### src/rtl/comp_4_2_row_pipe.sv
// -----------------------------------------------------------------------------
// comp_4_2_row_pipe
//
// Purpose:
//   This block is one reduction slice of the Dadda multiplier. It holds a row of
//   W chained 4:2 compressors. The row takes four W-bit partial-product rows
//   plus a row carry-in and reduces them to a redundant sum/carry pair. An
//   elastic pipeline with valid/ready flow control follows the row, so the
//   reduction tree can be pipelined and can absorb backpressure.
//
// Configuration:
//   COMP42_CPA_EN  When defined, a carry-propagate adder (sum_o + carry_o) is
//                  added after the last stage as one extra registered stage.
//                  Latency becomes LAT+1 and res_o carries the resolved sum.
//                  When undefined, there is no adder, latency is LAT and res_o
//                  is tied to 0.
//
// Parameters:
//   W    bits per operand row, which is also the number of 4:2 cells (W >= 2)
//   LAT  pipeline register stages after the compressor row (1..4)
//
// Ports:
//   clk        rising-edge clock
//   rst_n      asynchronous active-low reset
//   in_valid   operand beat valid
//   in_ready   block can accept a beat this cycle
//   in0..in3   operand rows, all of the same weight (bit i = 2^i)
//   cin        row carry-in, weight 2^0
//   flush      synchronous drop of every in-flight beat
//   out_valid  result beat valid
//   out_ready  downstream accepts the result
//   sum_o      {row carry-out, cell sums}
//   carry_o    {cell carries, 1'b0}
//   res_o      sum_o + carry_o (CPA build only, otherwise 0)
// -----------------------------------------------------------------------------
module comp_4_2_row_pipe #(
    parameter int W   = 8,
    parameter int LAT = 2
) (
    input  logic         clk,
    input  logic         rst_n,
    input  logic         in_valid,
    output logic         in_ready,
    input  logic [W-1:0] in0,
    input  logic [W-1:0] in1,
    input  logic [W-1:0] in2,
    input  logic [W-1:0] in3,
    input  logic         cin,
    input  logic         flush,
    output logic         out_valid,
    input  logic         out_ready,
    output logic [W:0]   sum_o,
    output logic [W:0]   carry_o,
    output logic [W+1:0] res_o
);

    if (LAT < 1 || LAT > 4) begin : g_bad_lat
        $error("comp_4_2_row_pipe: LAT must be in 1..4");
    end
    if (W < 2) begin : g_bad_w
        $error("comp_4_2_row_pipe: W must be at least 2");
    end

`ifdef COMP42_CPA_EN
    localparam int NS = LAT + 1;
`else
    localparam int NS = LAT;
`endif

    function automatic logic maj3(input logic a, input logic b, input logic c);
        return (a & b) | (a & c) | (b & c);
    endfunction

    // ------------------------------------------------------------------
    // Compressor row (combinational)
    // Each cell is built from two full adders. The first full adder adds
    // in0..in2, and its carry is the horizontal carry-out. That carry never
    // depends on hc[i], so carries cannot ripple along the row. The second
    // full adder folds in in3 and the horizontal carry-in.
    // ------------------------------------------------------------------
    logic [W:0]   hc;
    logic [W-1:0] s1;
    logic [W-1:0] row_s;
    logic [W-1:0] row_c;
    logic [W:0]   row_sum;
    logic [W:0]   row_carry;

    always_comb begin
        hc    = '0;
        s1    = '0;
        row_s = '0;
        row_c = '0;
        hc[0] = cin;
        for (int i = 0; i < W; i++) begin
            s1[i]    = in0[i] ^ in1[i] ^ in2[i];
            hc[i+1]  = maj3(in0[i], in1[i], in2[i]);
            row_s[i] = s1[i] ^ in3[i] ^ hc[i];
            row_c[i] = maj3(s1[i], in3[i], hc[i]);
        end
        row_sum   = {hc[W], row_s};
        row_carry = {row_c, 1'b0};
    end

    // ------------------------------------------------------------------
    // Elastic pipeline control
    // adv[k] is true when whatever stage k holds can move on this cycle.
    // That happens when the next stage is empty or is itself advancing. For
    // the last stage it is simply out_ready. Because adv is combinational
    // along the chain, a full pipeline with out_ready=1 still accepts a new
    // beat in the same cycle, so no bubble is created.
    // ------------------------------------------------------------------
    logic [NS:1] vld_q;
    logic [NS:1] vld_d;
    logic [NS:1] adv;
    logic [NS:1] load;

    always_comb begin
        adv     = '0;
        load    = '0;
        vld_d   = vld_q;
        adv[NS] = out_ready;
        for (int k = NS - 1; k >= 1; k--) begin
            adv[k] = !vld_q[k+1] || adv[k+1];
        end
        in_ready = flush || !vld_q[1] || adv[1];
        load[1]  = in_valid && !flush && (!vld_q[1] || adv[1]);
        for (int k = 2; k <= NS; k++) begin
            load[k] = vld_q[k-1] && !flush && (!vld_q[k] || adv[k]);
        end
        for (int k = 1; k <= NS; k++) begin
            if (flush) begin
                vld_d[k] = 1'b0;
            end else if (load[k]) begin
                vld_d[k] = 1'b1;
            end else if (adv[k]) begin
                vld_d[k] = 1'b0;
            end
        end
    end

    // ------------------------------------------------------------------
    // Pipeline data (a stage loads only on a handshake, otherwise it holds)
    // ------------------------------------------------------------------
    logic [W:0] sum_q   [1:NS];
    logic [W:0] sum_d   [1:NS];
    logic [W:0] carry_q [1:NS];
    logic [W:0] carry_d [1:NS];

    always_comb begin
        for (int k = 1; k <= NS; k++) begin
            sum_d[k]   = sum_q[k];
            carry_d[k] = carry_q[k];
        end
        if (load[1]) begin
            sum_d[1]   = row_sum;
            carry_d[1] = row_carry;
        end
        for (int k = 2; k <= NS; k++) begin
            if (load[k]) begin
                sum_d[k]   = sum_q[k-1];
                carry_d[k] = carry_q[k-1];
            end
        end
    end

`ifdef COMP42_CPA_EN
    // ------------------------------------------------------------------
    // Carry-propagate stage: it resolves the beat while that beat moves into
    // the output stage, so res_q always matches sum_q/carry_q of that stage.
    // ------------------------------------------------------------------
    logic [W+1:0] res_q;
    logic [W+1:0] res_d;

    always_comb begin
        res_d = res_q;
        if (load[NS]) begin
            res_d = {1'b0, sum_q[NS-1]} + {1'b0, carry_q[NS-1]};
        end
    end

    always_ff @(posedge clk or negedge rst_n) begin
        if (!rst_n) begin
            res_q <= '0;
        end else begin
            res_q <= res_d;
        end
    end

    assign res_o = res_q;
`else
    assign res_o = '0;
`endif

    always_ff @(posedge clk or negedge rst_n) begin
        if (!rst_n) begin
            vld_q <= '0;
            for (int k = 1; k <= NS; k++) begin
                sum_q[k]   <= '0;
                carry_q[k] <= '0;
            end
        end else begin
            vld_q <= vld_d;
            for (int k = 1; k <= NS; k++) begin
                sum_q[k]   <= sum_d[k];
                carry_q[k] <= carry_d[k];
            end
        end
    end

    assign out_valid = vld_q[NS];
    assign sum_o     = sum_q[NS];
    assign carry_o   = carry_q[NS];

endmodule

### config.mk
export PLATFORM = sky130hd
export DESIGN_NAME = comp_4_2_row_pipe
export DESIGN_NICKNAME = d
export VERILOG_FILES = /design/src/rtl/comp_4_2_row_pipe.sv
export SDC_FILE = /design/constraint.sdc
export NUM_CORES = 1
export LEC_CHECK = 0
export CAP_MARGIN = 20
export CORE_ASPECT_RATIO = 1.5
export CORE_MARGIN = 10
export CORE_UTILIZATION = 49
export CTS_CLUSTER_SIZE = 28
export DETAILED_ROUTE_END_ITERATION = 7
export GPL_TIMING_DRIVEN = 0
export PLACE_DENSITY = 0.84
export SKIP_LAST_GASP = 1
export SLEW_MARGIN = 0
export SYNTH_ARGS = -nofsm -noshare
export SYNTH_HDL_FRONTEND = slang
export SYNTH_SLANG_ARGS = --single-unit
### constraint.sdc
create_clock -name clk -period 1.9 [get_ports clk]
set_input_delay 0.19 -clock clk [delete_from_list [all_inputs] [get_ports clk]]
set_output_delay 0.19 -clock clk [all_outputs]
set_load 0.005 [all_outputs]
==> run summary, run 1 <==
final instance area - 0.00281 mm²
height of the die - 99.0 µm
count of final hold-check violations - 0
Detailed Place HPWL - 3650 µm
Placement Cell Area - 0.00269 mm²
Clk pin slew, worst setup/hold paths - 70 ps
DRC - 0
total gr overflow - 0
row count - 28
met2 wire len - 2760 µm
CTS tree - done
met3 wire length - 245 µm
Syn Std Cell Area - 0.00204 mm²
sw frac - 24.4%
Logic pwr share - 38.8%
Avg Inst Size Synth - 15.0 µm²
sequential power share - 39.6%
First DRT Iteration DRCs - 43
Distinct cells, synth - 14
RSZ-0062 raised after global routing - false
Seq/Total Area, Yosys - 44.2%
Max stage delay on crit path - 530 ps
critical path buffer and inverter count - 3
CP delay by family, top - adder cells
Clock Sinks - 36
non-filler cells, final - 256
GPL Wtd Cong - 0.730
first-pass GRT wire length - 7370 µm
Worst setup EP type - flip-flop
Setup TNS - 0 ps
worst skew pair latency - 290 ps
Synth Instances - 136
Hold/Removal Path Class - reg -> reg
Die ar. - 0.00720 mm²
final WL - 4460 µm
Slew Limit Fails - 0
# resized after CTS - 0
Sw Pwr - 739 µW
Util after Layout - 70.3%
Fill cells - 300
n_diodes - 0
IO buf count - 56
Max Cap Viol - 0
Synth area leader - dfrtp_1
CP arrival - 1980 ps
initial antenna violation count - 0
fin crit share - 95.1%
CORE AREA - 0.00399 mm²
Via density - 4.63
Post-Route M1 WL - 1340 µm
routed wire length per instance - 17.4 µm
Int Pwr - 2.29 mW
Synth area leaders - dfrtp_1, fa_1, mux2_4
Worst slew margin - 47.7%
Final nets - 264
Final Setup Violations - 0
maximum root-to-sink buffer count - 2
Max Used Layer - met4
peak supply drop - 0.000735 V
Antenna Nets Post-Route - 0
PwrDens - 1080 mW/mm²
run status - complete, no violations
Setup WS pre-CTS - -227 ps
Fmax achieved - 553 MHz
root buf cell - clkbuf_8
layout cells sized above 1 - 35.1%
CP Class - in -> reg
Starting Density - 51.1%
Ports - 68
Die W - 72.7 µm
synth-to-layout area growth - 37.6%
CTS Buf Count - 5
Critical Path Fanout Max - 1
Yosys warning count - 0
min cycle time layout - 1810 ps
crit start category - input port
Slew @ Worst Pin - 785 ps
dpl cells - 247
H-Tree Depth - 2
Tot GR Track Use - 13.3%
Req. time, crit path - 2070 ps
DR pass1 iterations - 3
Via Count - 1186
Static Leakage - 1.37 nW
share of the synthesized area in the top cell type - 44.2%
largest net degree at the start of global routing - 37
number of global-route vias before repair - 1505
Critical-path top delay cell - fa_1
flops & latches, synth - 36
power share of the clock group - 21.6%
Tot Pwr - 3.03 mW
postcts setup bufs - 0
Layout Skew - 5.24 ps
worst-path cell chain - clkdlybuf4s50_1, inv_1, fa_1, inv_1, fa_1, mux2_2
final hold slack - 507 ps
fin worst setup slack - 93.1 ps
==> logic make-up after synthesis <==
logic type | Yosys count | share of synthesized area, %
other | 1 | 0.184
buffers and inverters | 42 | 14.0
adders and majority gates | 16 | 15.7
and+or+nand+nor | 5 | 3.68
DFF | 36 | 44.2
muxes | 34 | 21.7
AOI/OAI and AO/OA | 2 | 0.491
==> per-layer routing <==
metal	vias to the layer above	global-route usage (%)
met4	0	6.89
met5	-	0
met1	602	10.9
met2	33	25.7
met3	6	4.72
li1	545	-
==> state kept, by name (all words and copies together) (netlist names) <==
signal and cells:
carry_o 8, carry_q 8, sum_o 9, sum_q 9, vld_q 2
==> what timing repair did <==
| action | CTS | global route |
|---|---|---|
| hold buffers | 1 | 0 |
| endpoints found under the hold margin | 18 | 0 |
| setup endpoints to repair | 0 | 0 |
==> layout make-up <==
class,instances,area [µm²],share of cell area [%]
Buffer,30,241,8.60
Clock inverter,2,35.0,1.25
Tap cell,45,56.3,2.01
Timing Repair Buffer,57,566,20.2
Clock buffer,6,72.6,2.59
Sequential cell,36,901,32.1
Multi-Input combinational cell,68,890,31.7
Inverter,12,45.0,1.60
==> Yosys cell counts, drive strengths merged <==
cell	number
nand3b	3
or2	1
a21oi	2
dfrtp	36
inv	12
fa	16
mux2i	3
conb	1
mux2	31
nand2b	1
buf	30
==> power groups by stage <==
stage / Combinational [mW] / Clock (mW) / Sequential (mW)
6_report: 1.17 / 0.654 / 1.20
2_1_floorplan: 0.682 / 0 / 1.15
5_1_grt: 1.28 / 0.705 / 1.24
3_3_place_gp: 1.15 / 0 / 1.18
3_5_place_dp: 1.19 / 0 / 1.21
4_1_cts: 1.20 / 0.671 / 1.20
==> layout by cell type (no fill, tap or decap) <==
cell type / synthesis / final
a21oi_1: 2 / 2
buf_12: 1 / 1
buf_2: 0 / 1
buf_4: 28 / 28
buf_6: 1 / 1
bufinv_16: 0 / 1
clkbuf_1: 0 / 1
clkbuf_8: 0 / 5
clkdlybuf4s50_1: 0 / 55
clkinv_2: 0 / 1
conb_1: 1 / 11
dfrtp_1: 36 / 36
dlygate4sd3_1: 0 / 1
fa_1: 16 / 16
inv_1: 12 / 12
mux2_2: 14 / 14
mux2_4: 17 / 17
mux2i_1: 3 / 3
nand2b_2: 1 / 1
nand3b_4: 3 / 3
or2_2: 1 / 1
==> path summary, 6_finish.rpt <==
| kind | from | end | slack [ps] | cells after the start |
|---|---|---|---|---|
| min in group asynchronous | rst_n | carry_q[10] | 540 | 2 |
| max in group asynchronous | rst_n | sum_q[13] | 860 | 2 |
| setup / recovery | in0[7] | sum_q[16] | 90 | 6 |
| hold / removal | sum_q[16] | sum_o[7] | 510 | 1 |
| hold reg to reg | sum_q[16] | sum_o[7] | 510 | 1 |
| setup reg to reg | vld_q[2] | sum_o[0] | 530 | 4 |
Power figures use the tool's default switching activity.
==> run 2, diff against run 1 <==
--- a/config.mk
+++ b/config.mk
@@ -6,7 +6,6 @@
 export NUM_CORES = 1
 export LEC_CHECK = 0
 export CAP_MARGIN = 20
-export CORE_ASPECT_RATIO = 1.5
 export CORE_MARGIN = 10
 export CORE_UTILIZATION = 49
 export CTS_CLUSTER_SIZE = 28
==> run 2 against run 1 <==
Net effect: the flow now finishes with violations (negative hold slack); register-to-register slack hardly changed; sequential cell count stayed put; routed wire length is 4.6% lower; final cell count is 1.6% higher; hold slack worse by 530 ps; fmax is 0.41% lower; combinational power hardly changed; power is 3.3% lower; sequential power hardly changed; largest power group unchanged.
==> run summary, run 2 (same netlist as run 1, synthesis figures left out) <==
PwrDens - 1050 mW/mm² (was 1080 mW/mm²)
initial antenna violation count - 0 (unchanged)
worst-path cell chain - clkdlybuf4s50_1, inv_1, fa_1, inv_1, fa_1, mux2_2 (unchanged)
Detailed Place HPWL - 3550 µm (was 3650 µm)
Clk pin slew, worst setup/hold paths - 70 ps (about the same)
RSZ-0062 raised after global routing - false (unchanged)
min cycle time layout - 1810 ps (about the same)
power share of the clock group - 19.1% (was 21.6%)
Antenna Nets Post-Route - 0 (unchanged)
Placement Cell Area - 0.00270 mm² (was 0.00269 mm²)
total gr overflow - 0 (unchanged)
Tot GR Track Use - 12.5% (was 13.3%)
Critical-path top delay cell - fa_1 (unchanged)
Logic pwr share - 40.1% (was 38.8%)
Critical Path Fanout Max - 1 (unchanged)
synth-to-layout area growth - 36.6% (was 37.6%)
Req. time, crit path - 2070 ps (about the same)
peak supply drop - 0.000554 V (was 0.000735 V)
Starting Density - 51.0% (was 51.1%)
Sw Pwr - 737 µW (was 739 µW)
Die W - 84.5 µm (was 72.7 µm)
Max stage delay on crit path - 530 ps (about the same)
first-pass GRT wire length - 7030 µm (was 7370 µm)
sw frac - 25.2% (was 24.4%)
Clock Sinks - 36 (unchanged)
H-Tree Depth - 2 (unchanged)
crit start category - input port (unchanged)
Setup TNS - 0 ps (unchanged)
CP arrival - 1990 ps (was 1980 ps)
met2 wire len - 2520 µm (was 2760 µm)
commonest cells after routing, fill and taps aside - clkdlybuf4s50_1, dfrtp_1, buf_4, mux2_4, fa_1 (unchanged)
CTS tree - done (unchanged)
non-filler cells, final - 260 (was 256)
GPL Wtd Cong - 0.737 (was 0.730)
Fmax achieved - 551 MHz (was 553 MHz)
First DRT Iteration DRCs - 44 (was 43)
n_diodes - 0 (unchanged)
Slew @ Worst Pin - 783 ps (was 785 ps)
# resized after CTS - 0 (unchanged)
Hold/Removal Path Class - in -> async (was reg -> reg)
CTS Buf Count - 5 (unchanged)
Slew Limit Fails - 0 (unchanged)
DR pass1 iterations - 4 (was 3)
postcts setup bufs - 0 (unchanged)
Die ar. - 0.00714 mm² (was 0.00720 mm²)
Post-Route M1 WL - 1460 µm (was 1340 µm)
routed wire length per instance - 16.4 µm (was 17.4 µm)
largest net degree at the start of global routing - 37 (unchanged)
DRC - 0 (unchanged)
Final nets - 263 (was 264)
Final Setup Violations - 0 (unchanged)
root buf cell - clkbuf_8 (unchanged)
Worst setup EP type - flip-flop (unchanged)
Ports - 68 (unchanged)
most common cell after layout, fill and taps aside - clkdlybuf4s50_1 (unchanged)
IO buf count - 56 (unchanged)
dpl cells - 252 (was 247)
fin crit share - 95.5% (was 95.1%)
sequential power share - 40.8% (was 39.6%)
Static Leakage - 1.35 nW (was 1.37 nW)
maximum root-to-sink buffer count - 2 (unchanged)
Hold-fix buffers, CTS - 0 (was 1)
worst skew pair latency - 290 ps (about the same)
CORE AREA - 0.00400 mm² (was 0.00399 mm²)
Layout Skew - 4.78 ps (was 5.24 ps)
final instance area - 0.00279 mm² (was 0.00281 mm²)
Worst slew margin - 47.8% (was 47.7%)
count of final hold-check violations - 36 (was 0)
final WL - 4260 µm (was 4460 µm)
Max Cap Viol - 0 (unchanged)
Max Used Layer - met4 (unchanged)
row count - 23 (was 28)
met3 wire length - 201 µm (was 245 µm)
layout cells sized above 1 - 34.8% (was 35.1%)
CP Class - in -> reg (unchanged)
run status - finished with violations (was complete, no violations)
Via density - 4.51 (was 4.63)
Int Pwr - 2.19 mW (was 2.29 mW)
Via Count - 1173 (was 1186)
final hold slack - -22.7 ps (was 507 ps)
height of the die - 84.5 µm (was 99.0 µm)
number of global-route vias before repair - 1433 (was 1505)
failing checks - negative hold slack
-- run 2: final timing paths --
kind / startpoint / end / slack [ps] / cells after the start
max: in0[7] / sum_q[16] / 90 / 6
min: rst_n / sum_o[6] / -20 / 1
max reg2reg: vld_q[1] / carry_q[17] / 540 / 4
min reg2reg: carry_q[10] / carry_o[1] / 510 / 1
max in group asynchronous: rst_n / sum_o[0] / 1420 / 1
min in group clk: carry_q[10] / carry_o[1] / 510 / 1
-- run 2: area by class of cell --
class / instances / area, µm²
multi-input combinational: 68 / 890
buffer: 30 / 241
timing repair buffer: 56 / 556
clock buffer: 8 / 90.1
inverter: 12 / 45.0
fill: 269 / 1210
tap: 50 / 62.6
sequential: 36 / 901
-- run 2: metrics by stage --
step	total power, mW	util (%)	setup WS (ps)	hold WS, ps
3_3_place_gp	2.34	67.5	-193	487
3_5_place_dp	2.40	67.4	-224	317
2_1_floorplan	1.83	-	300	-106
5_1_grt	3.11	69.6	15.2	37.0
6_report	2.93	69.6	85.6	-22.7
4_1_cts	2.97	69.6	83.7	10.2
-- run 2: worst max-delay path, delay by kind of cell --
| family | cells | cell delay (ps) |
|---|---|---|
| adders and majority gates | 2 | 970 |
| buffers and inverters | 3 | 570 |
| muxes | 1 | 260 |
-- run 2: routing by layer --
metal,vias to the layer above,GRT usage (%)
met5,-,0
met4,0,6.29
met3,5,3.77
met2,28,24.0
met1,597,11.6
li1,543,-
-- run 2: power groups by stage --
stage | combinational (mW) | clock (mW) | sequential, mW
6_report | 1.17 | 0.559 | 1.20
5_1_grt | 1.28 | 0.604 | 1.23
4_1_cts | 1.20 | 0.568 | 1.20
3_5_place_dp | 1.19 | 0 | 1.21
3_3_place_gp | 1.16 | 0 | 1.18
2_1_floorplan | 0.682 | 0 | 1.15
==> run 3, diff against run 2 <==
--- a/config.mk
+++ b/config.mk
@@ -5,6 +5,7 @@
 export SDC_FILE = /design/constraint.sdc
 export NUM_CORES = 1
 export LEC_CHECK = 0
+export ABC_CLOCK_PERIOD_IN_PS = 1900
 export CAP_MARGIN = 20
 export CORE_MARGIN = 10
 export CORE_UTILIZATION = 49
==> results of run 3 <==
The final DEF is identical to that of run 2; final timing and power are the same.
